### config.mk
export PLATFORM = sky130hd
export DESIGN_NAME = reg_file_sb
export DESIGN_NICKNAME = d
export VERILOG_FILES = /design/src/rtl/reg_file_sb.sv
export SDC_FILE = /design/constraint.sdc
export NUM_CORES = 2
export LEC_CHECK = 0
export BUFFER_PORTS_ARGS = -buffer_cell sky130_fd_sc_hd__buf_2
export CORE_MARGIN = 1.5
export CORE_UTILIZATION = 55
export CTS_BUF_LIST = sky130_fd_sc_hd__clkbuf_8
export CTS_CLUSTER_DIAMETER = 120
export DETAILED_ROUTE_END_ITERATION = 12
export PLACE_DENSITY = 0.69
export SKIP_CTS_REPAIR_TIMING = 1
export SLEW_MARGIN = 20
export SYNTH_ARGS = -nofsm -noshare
export SYNTH_HDL_FRONTEND = slang
export SYNTH_SLANG_ARGS = --single-unit
### constraint.sdc
create_clock -name clk -period 5.2 [get_ports clk]
set_clock_uncertainty 0.1 [all_clocks]
set_input_delay 1.04 -clock clk [delete_from_list [all_inputs] [get_ports clk]]
set_output_delay 1.04 -clock clk [all_outputs]
set_load 0.01 [all_outputs]
### src/rtl/reg_file_sb.sv
// Two-write, two-read register file with per-register pending scoreboard.
// Reads, bypass and busy lookups are combinational; all state changes on the rising edge.
module reg_file_sb #(
  parameter int DATA_WIDTH = 32,
  parameter int ADDR_WIDTH = 5,
  parameter int BYPASS     = 1,
  parameter int ZERO_REG   = 1
) (
  input  logic                  clk,
  input  logic                  rstn,
  input  logic [ADDR_WIDTH-1:0] raddr1,
  input  logic [ADDR_WIDTH-1:0] raddr2,
  output logic [DATA_WIDTH-1:0] rdata1,
  output logic [DATA_WIDTH-1:0] rdata2,
  output logic                  rbusy1,
  output logic                  rbusy2,
  input  logic                  wen0,
  input  logic [ADDR_WIDTH-1:0] waddr0,
  input  logic [DATA_WIDTH-1:0] wdata0,
  input  logic                  wen1,
  input  logic [ADDR_WIDTH-1:0] waddr1,
  input  logic [DATA_WIDTH-1:0] wdata1,
  input  logic                  set_en,
  input  logic [ADDR_WIDTH-1:0] set_addr,
  output logic                  busy_any
);

  localparam int DEPTH = 1 << ADDR_WIDTH;

  logic [DATA_WIDTH-1:0] r_regs [DEPTH];
  logic [DEPTH-1:0]      r_pend;
  logic [DEPTH-1:0]      w_pend_next;
  logic                  w_wr0;
  logic                  w_wr1;
  logic                  w_set;
  logic                  w_byp_en;
  logic [ADDR_WIDTH-1:0] w_ra [2];

  // Address 0 is hardwired when ZERO_REG is set: it never stores or goes pending.
  assign w_wr0 = wen0   && !((ZERO_REG != 0) && (waddr0   == '0));
  assign w_wr1 = wen1   && !((ZERO_REG != 0) && (waddr1   == '0));
  assign w_set = set_en && !((ZERO_REG != 0) && (set_addr == '0));

  // Bypass is suppressed while reset is held so every read returns 0.
  assign w_byp_en = (BYPASS != 0) && rstn;

  assign w_ra[0] = raddr1;
  assign w_ra[1] = raddr2;

  // Set is applied after the clears: a new producer supersedes a completing one.
  always_comb begin
    w_pend_next = r_pend;
    if (w_wr0) w_pend_next[waddr0] = 1'b0;
    if (w_wr1) w_pend_next[waddr1] = 1'b0;
    if (w_set) w_pend_next[set_addr] = 1'b1;
  end

  always_ff @(posedge clk or negedge rstn) begin
    if (!rstn) begin
      for (int i = 0; i < DEPTH; i++) r_regs[i] <= '0;
      r_pend <= '0;
    end else begin
      if (w_wr0) r_regs[waddr0] <= wdata0;
      if (w_wr1) r_regs[waddr1] <= wdata1;
      r_pend <= w_pend_next;
    end
  end

  genvar gi;
  generate
    for (gi = 0; gi < 2; gi++) begin : g_rd
      logic [DATA_WIDTH-1:0] w_rd;
      logic                  w_rb;
      logic                  w_hit0;
      logic                  w_hit1;

      assign w_hit0 = w_wr0 && (waddr0 == w_ra[gi]);
      assign w_hit1 = w_wr1 && (waddr1 == w_ra[gi]);

      always_comb begin
        w_rd = r_regs[w_ra[gi]];
        w_rb = r_pend[w_ra[gi]];
        // Port 1 is the younger result, so it takes priority in the bypass.
        if (w_byp_en && w_hit1) begin
          w_rd = wdata1;
        end else if (w_byp_en && w_hit0) begin
          w_rd = wdata0;
        end
        if (w_byp_en && (w_hit0 || w_hit1) && !(w_set && (set_addr == w_ra[gi]))) begin
          w_rb = 1'b0;
        end
        if ((ZERO_REG != 0) && (w_ra[gi] == '0)) begin
          w_rd = '0;
          w_rb = 1'b0;
        end
      end
    end
  endgenerate

  assign rdata1   = g_rd[0].w_rd;
  assign rdata2   = g_rd[1].w_rd;
  assign rbusy1   = g_rd[0].w_rb;
  assign rbusy2   = g_rd[1].w_rb;
  assign busy_any = |r_pend;

endmodule
Word-level counts from Yosys, hierarchy flattened
Index checks and enable logic that the tools add are counted.
{ "totals": {"output_inout_bits": 67, "word_cells": 134, "reg_bits": 1056, "input_bits": 94} }
{ "classes": {"n_eq_ne": 6, "reduce_logical": 35, "muxes": 37, "magnitude_cmp": 14, "bitwise": 9} }
{ "op_table": {"columns": ["cell", "count"], "rows": [
  ["$bwmux 1024", 2],
  ["$mux 1024", 2],
  ["$mux 32", 15],
  ["$bmux 32 s5", 2],
  ["$demux 32 s5", 2],
  ["$and 32x32->32", 2],
  ["$not 32->32", 2],
  ["$or 32x32->32", 1],
  ["$reduce_or 32->1", 1],
  ["$eq 5x5->1", 6],
  ["$lt 5x6->1 const B", 5],
  ["$logic_not 5->1", 5],
  ["$ge 6x6->1 const B", 4],
  ["$not 5->6", 4],
  ["$logic_and 1x1->1", 22],
  ["$demux 1 s5", 3],
  ["$ge 5x1->1 const B", 3],
  ["$lt 6x1->1 const B", 2],
  ["$bmux 1 s5", 2],
  ["$mux 1", 9],
  ["$logic_not 1->1", 5],
  ["$logic_or 1x1->1", 2]
]} }

Logic depth before layout (Yosys ltp)
{ "logic_depth": {"depth_word": 11, "mapped_depth": 10, "mapped_depth_nobuf": 5} }

Least setup slack after synthesis
OpenSTA, ideal clock, no wires.
{ "synth_timing": {"path_type": "input-to-output", "from": "in waddr1[2]", "to": "out rdata2[5]", "required_ps": 4060, "path_slack_ps": 979, "path_buffers": 5, "arrival_time_ps": 3081, "path_stages": 10, "cell_sequence": "or3_1 -> clkbuf_1 -> o311a_1 -> buf_2 -> and3_1 -> buf_2 -> buf_6 -> buf_2 -> mux2i_1 -> nor4_1"} }
{ "synth_between": {"elab_chain_len": 7, "word_cells_on_any_way": 8, "classes_between": "1 x eq/ne; 2 x mux; 5 x reduce/logical"} }
{ "synth_lines": {"columns": ["item", "line_no", "source"], "rows": [
  ["start: declaration", "21", "input logic [ADDR_WIDTH-1:0] waddr1,"],
  ["$logic_not 5->1", "41", "assign w_wr1 = wen1 && !((ZERO_REG != 0) && (waddr1 == '0));"],
  ["$logic_not 1->1", "41", null],
  ["$logic_and 1x1->1", "41", null],
  ["$logic_and 1x1->1 (*)", "78", "assign w_hit1 = w_wr1 && (waddr1 == w_ra[gi]);"],
  ["$logic_and 1x1->1 (*)", "84", "if (w_byp_en && w_hit1) begin"],
  ["$mux 32 (*)", "84", null],
  ["$mux 32 (*)", "92", "if ((ZERO_REG != 0) && (w_ra[gi] == '0)) begin"],
  ["end: declaration", "14", "output logic [DATA_WIDTH-1:0] rdata2,"]
]} }
Every way passes the cells marked *; elsewhere a longest branch is shown, timed or not.

Worst setup path in the final report
{ "layout_timing": {"from": "in waddr1[2]", "to": "out rdata2[11]"} }
The elaborated chain is that of the path after synthesis.

==> results.cfg <==
[run_status]
outcome = finished with violations
failed_checks = setup timing

[floorplanning]
die_w_um = 355
pin_count = 161
fp.dieArea_um2 = 126000
row_count = 128
dieHeight_um = 355
floorplan.initialDensity = 0.557
std_cell_core_area_um2 = 122000

[place]
detailedPlace.worstSlack_ns = -0.0207
final_wtd_congestion = 0.954
io_buffers = 160
placedCellCount = 7694
dpl.hpwl_um = 155000

[yosys]
share_of_the_synthesized_area_in_the_top_cell_type = 0.388
yosys-top-cells-area = sky130_fd_sc_hd__dfrtp_1 39%, sky130_fd_sc_hd__mux2i_1 18%, sky130_fd_sc_hd__mux4_2 17%
ys_dominant_reg_cell = sky130_fd_sc_hd__dfrtp_1
synth_area_um2 = 68200
ffs_latches_synth = 1056
syn-num-nets = 6622
synth.yosys.seq_area_share = 0.388
synth-edff-count = 0
number_of_standard_cells_after_synthesis = 6528
synth-warning-count = 0
async_flop_share = 1.00
top_cell_type_by_total_area_after_synthesis = sky130_fd_sc_hd__dfrtp_1
ys_types = 44
synth.avg_cell_area_um2 = 10.4

[setup_path]
critical_path.top_delay_family = simple AND/OR/NAND/NOR gates
timing.critical_path.from_type = input pin
regToRegStartpoint = r_regs[923]
worstSetupStartpoint = waddr1[2]
critPathMaxFanout = 18
cp_num_buf_inv = 3
critical_path_s_slowest_cell = sky130_fd_sc_hd__nor4_1
worstPathRequired_ns = 4.06
wp_data_arrival_ns = 4.14
endpoint_kind = output pin
critical_path_class = in2out
timing.critical_path.slowest_cell_delay_ns = 0.96
critical_path.cell_chain = buf_2 > or3_1 > o311a_2 > buf_4 > and3_4 > nor4_1 > nor4_1 > buf_2

[detailed_routing]
routed_wirelength_um = 268000
detail-route-antenna-nets = 0
routedWlPerCell_um = 33.3
vias = 57600
routed_via_density = 7.16
drcViolationCount = 0
drt-initial-drc-count = 9591
first_pass_iters = 12

[global_routing]
grt.met2_usage = 0.589
grt_max_degree = 187
antenna_violations_before_repair = 27
gr-usage-all-layers = 0.422
grt_first_pass_wirelength_um = 387000
busiest_layer = met2
grt_pass1_vias = 55100
met3_global_route_usage = 0.175
overflow = 0
grt_util_met1 = 0.552

[cts]
cts.reportedPaths.clkPinSlew_ns = 0.06
worstSkewPairLatency_ns = 0.97
cts_buffer_depth = 3
tritoncts_clock_tree = built
cts_made_buffers = 185
clock_sink_count = 1056
htreeDepth = 4
clock-root-buffer = sky130_fd_sc_hd__clkbuf_8

[sta]
timing.final.crit_share = 1.01
final_critical_path_setup_slack_ns = -0.0763
timing_worst_slew_pin_value_ns = 1.28
finalCriticalPeriod_ns = 5.28
timing.max_slew.rel_slack = 0.141
report.final.hold_viol_count = 0
finalMaxSlewViolations = 0
setup-violations-final = 3
timing.fmax_mhz = 190

[power]
power_frac_seq = 0.440
power.switching_fraction = 0.332
switching_power_mw = 9.05
clockPowerShare = 0.289
pwr_density_cell_nw_per_um2 = 367
cell_internal_pwr_mw = 18.2
worst_ir_drop_vdd_mv = 0.256
combinational_share_of_power = 0.270
power_leakage_nw = 33.0

[job]
cap_viol_max_count = 0

[finish]
nNetsFinal = 6351
final_cell_mix = 1252 x sky130_fd_sc_hd__mux2i_1, 1056 x sky130_fd_sc_hd__dfrtp_1, 696 x sky130_fd_sc_hd__nand2_1
mostFrequentLayoutCell = sky130_fd_sc_hd__mux2i_1
layout-area-overhead-vs-synth_pct = 8.98
fraction_of_layout_cells_with_a_size_suffix_above_1 = 0.201
fillers = 9956
final_cells = 8047
regArea_um2 = 26400
multi_input_area_um2 = 38700

[min_path]
timing.hold.worst.class = in2async
power by group through the flow:
stage          clock, mW  combinational, mW  sequential (mW)
2_1_floorplan          0               5.43             11.4
5_1_grt             8.26               7.91             12.2
3_3_place_gp           0               7.00             11.9
6_report            7.90               7.38             12.0
4_1_cts             7.89               7.23             11.9
3_5_place_dp           0               7.23             12.0
through the flow:
stage | util | hold slack [ns] | area, um2 | setup TNS, ns | total power [mW]
after floorplan | - | 0.341 | 68200 | 0 | 16.9
after global placement | 0.576 | 0.278 | 70500 | 0 | 18.9
after detailed placement | 0.576 | 0.282 | 70500 | -0.0388 | 19.3
after CTS | 0.606 | 0.0631 | 74200 | -0.0571 | 27.0
after global routing | 0.607 | 0.107 | 74300 | -0.0326 | 28.4
final | 0.607 | 0.0822 | 74300 | -0.190 | 27.3
logic make-up after synthesis:
kind of cell	Yosys count	share of synthesized area
multiplexers	1794	0.361
buffers and inverters	888	0.0523
AO/OA/AOI/OAI	1192	0.0941
flip-flops	1056	0.388
XOR/XNOR	30	0.00385
AND/OR/NAND/NOR	1568	0.102
registers in the layout, indices dropped and copies added, names as in the netlist:
register  flops
r_regs     1024
r_pend       32
per-layer routing:
layer  share of wire  up-vias  wire [um]
met1            0.36    28300      95500
li1                -    23400          -
met2            0.42     4778     111000
met5          0.0013        -        358
met4           0.067       22      18000
met3            0.16     1126      42800
cell usage after synthesis (8+ instances only):
cell                       count
sky130_fd_sc_hd__and3_1       10
sky130_fd_sc_hd__mux2_2       14
sky130_fd_sc_hd__xor2_1       26
sky130_fd_sc_hd__nand4_1      60
sky130_fd_sc_hd__a31oi_1      25
sky130_fd_sc_hd__o21ai_0     615
sky130_fd_sc_hd__a32o_1       19
sky130_fd_sc_hd__mux4_2      528
sky130_fd_sc_hd__nor4_1      132
sky130_fd_sc_hd__nor4b_1      62
sky130_fd_sc_hd__nor2_1      510
sky130_fd_sc_hd__buf_2       173
sky130_fd_sc_hd__mux2i_1    1252
sky130_fd_sc_hd__buf_1       102
sky130_fd_sc_hd__o31ai_1      34
sky130_fd_sc_hd__a32oi_1      50
sky130_fd_sc_hd__nand2_1     724
sky130_fd_sc_hd__clkbuf_1    568
sky130_fd_sc_hd__nor3_1       12
sky130_fd_sc_hd__a21oi_1     435
sky130_fd_sc_hd__nand4b_1      8
sky130_fd_sc_hd__inv_1        43
sky130_fd_sc_hd__dfrtp_1    1056
worst register-to-register path, cell delays in order (launching register included):
cell	delay, ns
sky130_fd_sc_hd__dfrtp_1	0.45
sky130_fd_sc_hd__mux2_2	0.29
sky130_fd_sc_hd__nor2_1	0.08
sky130_fd_sc_hd__a21oi_1	0.05
area by class of cell:
class	count	area share
clock inverter	101	0.00674
sequential	1056	0.356
inverter	43	0.00217
antenna	18	0.000606
multi-input combinational	4584	0.521
timing repair buffer	387	0.0428
clock buffer	233	0.0432
tap	1625	0.0274
path summary, 6_finish.rpt:
kind	cells after the start	slack (ns)	end
max in group asynchronous	4	2.53	r_regs[202]
min in group clk	0	0.30	r_regs[1001]
hold reg to reg	0	0.30	r_regs[1001]
setup / recovery	8	-0.08	rdata2[11]
hold / removal	2	0.08	r_regs[758]
setup reg to reg	3	4.10	r_regs[923]
Note: power is estimated with default switching activity, not from simulation.
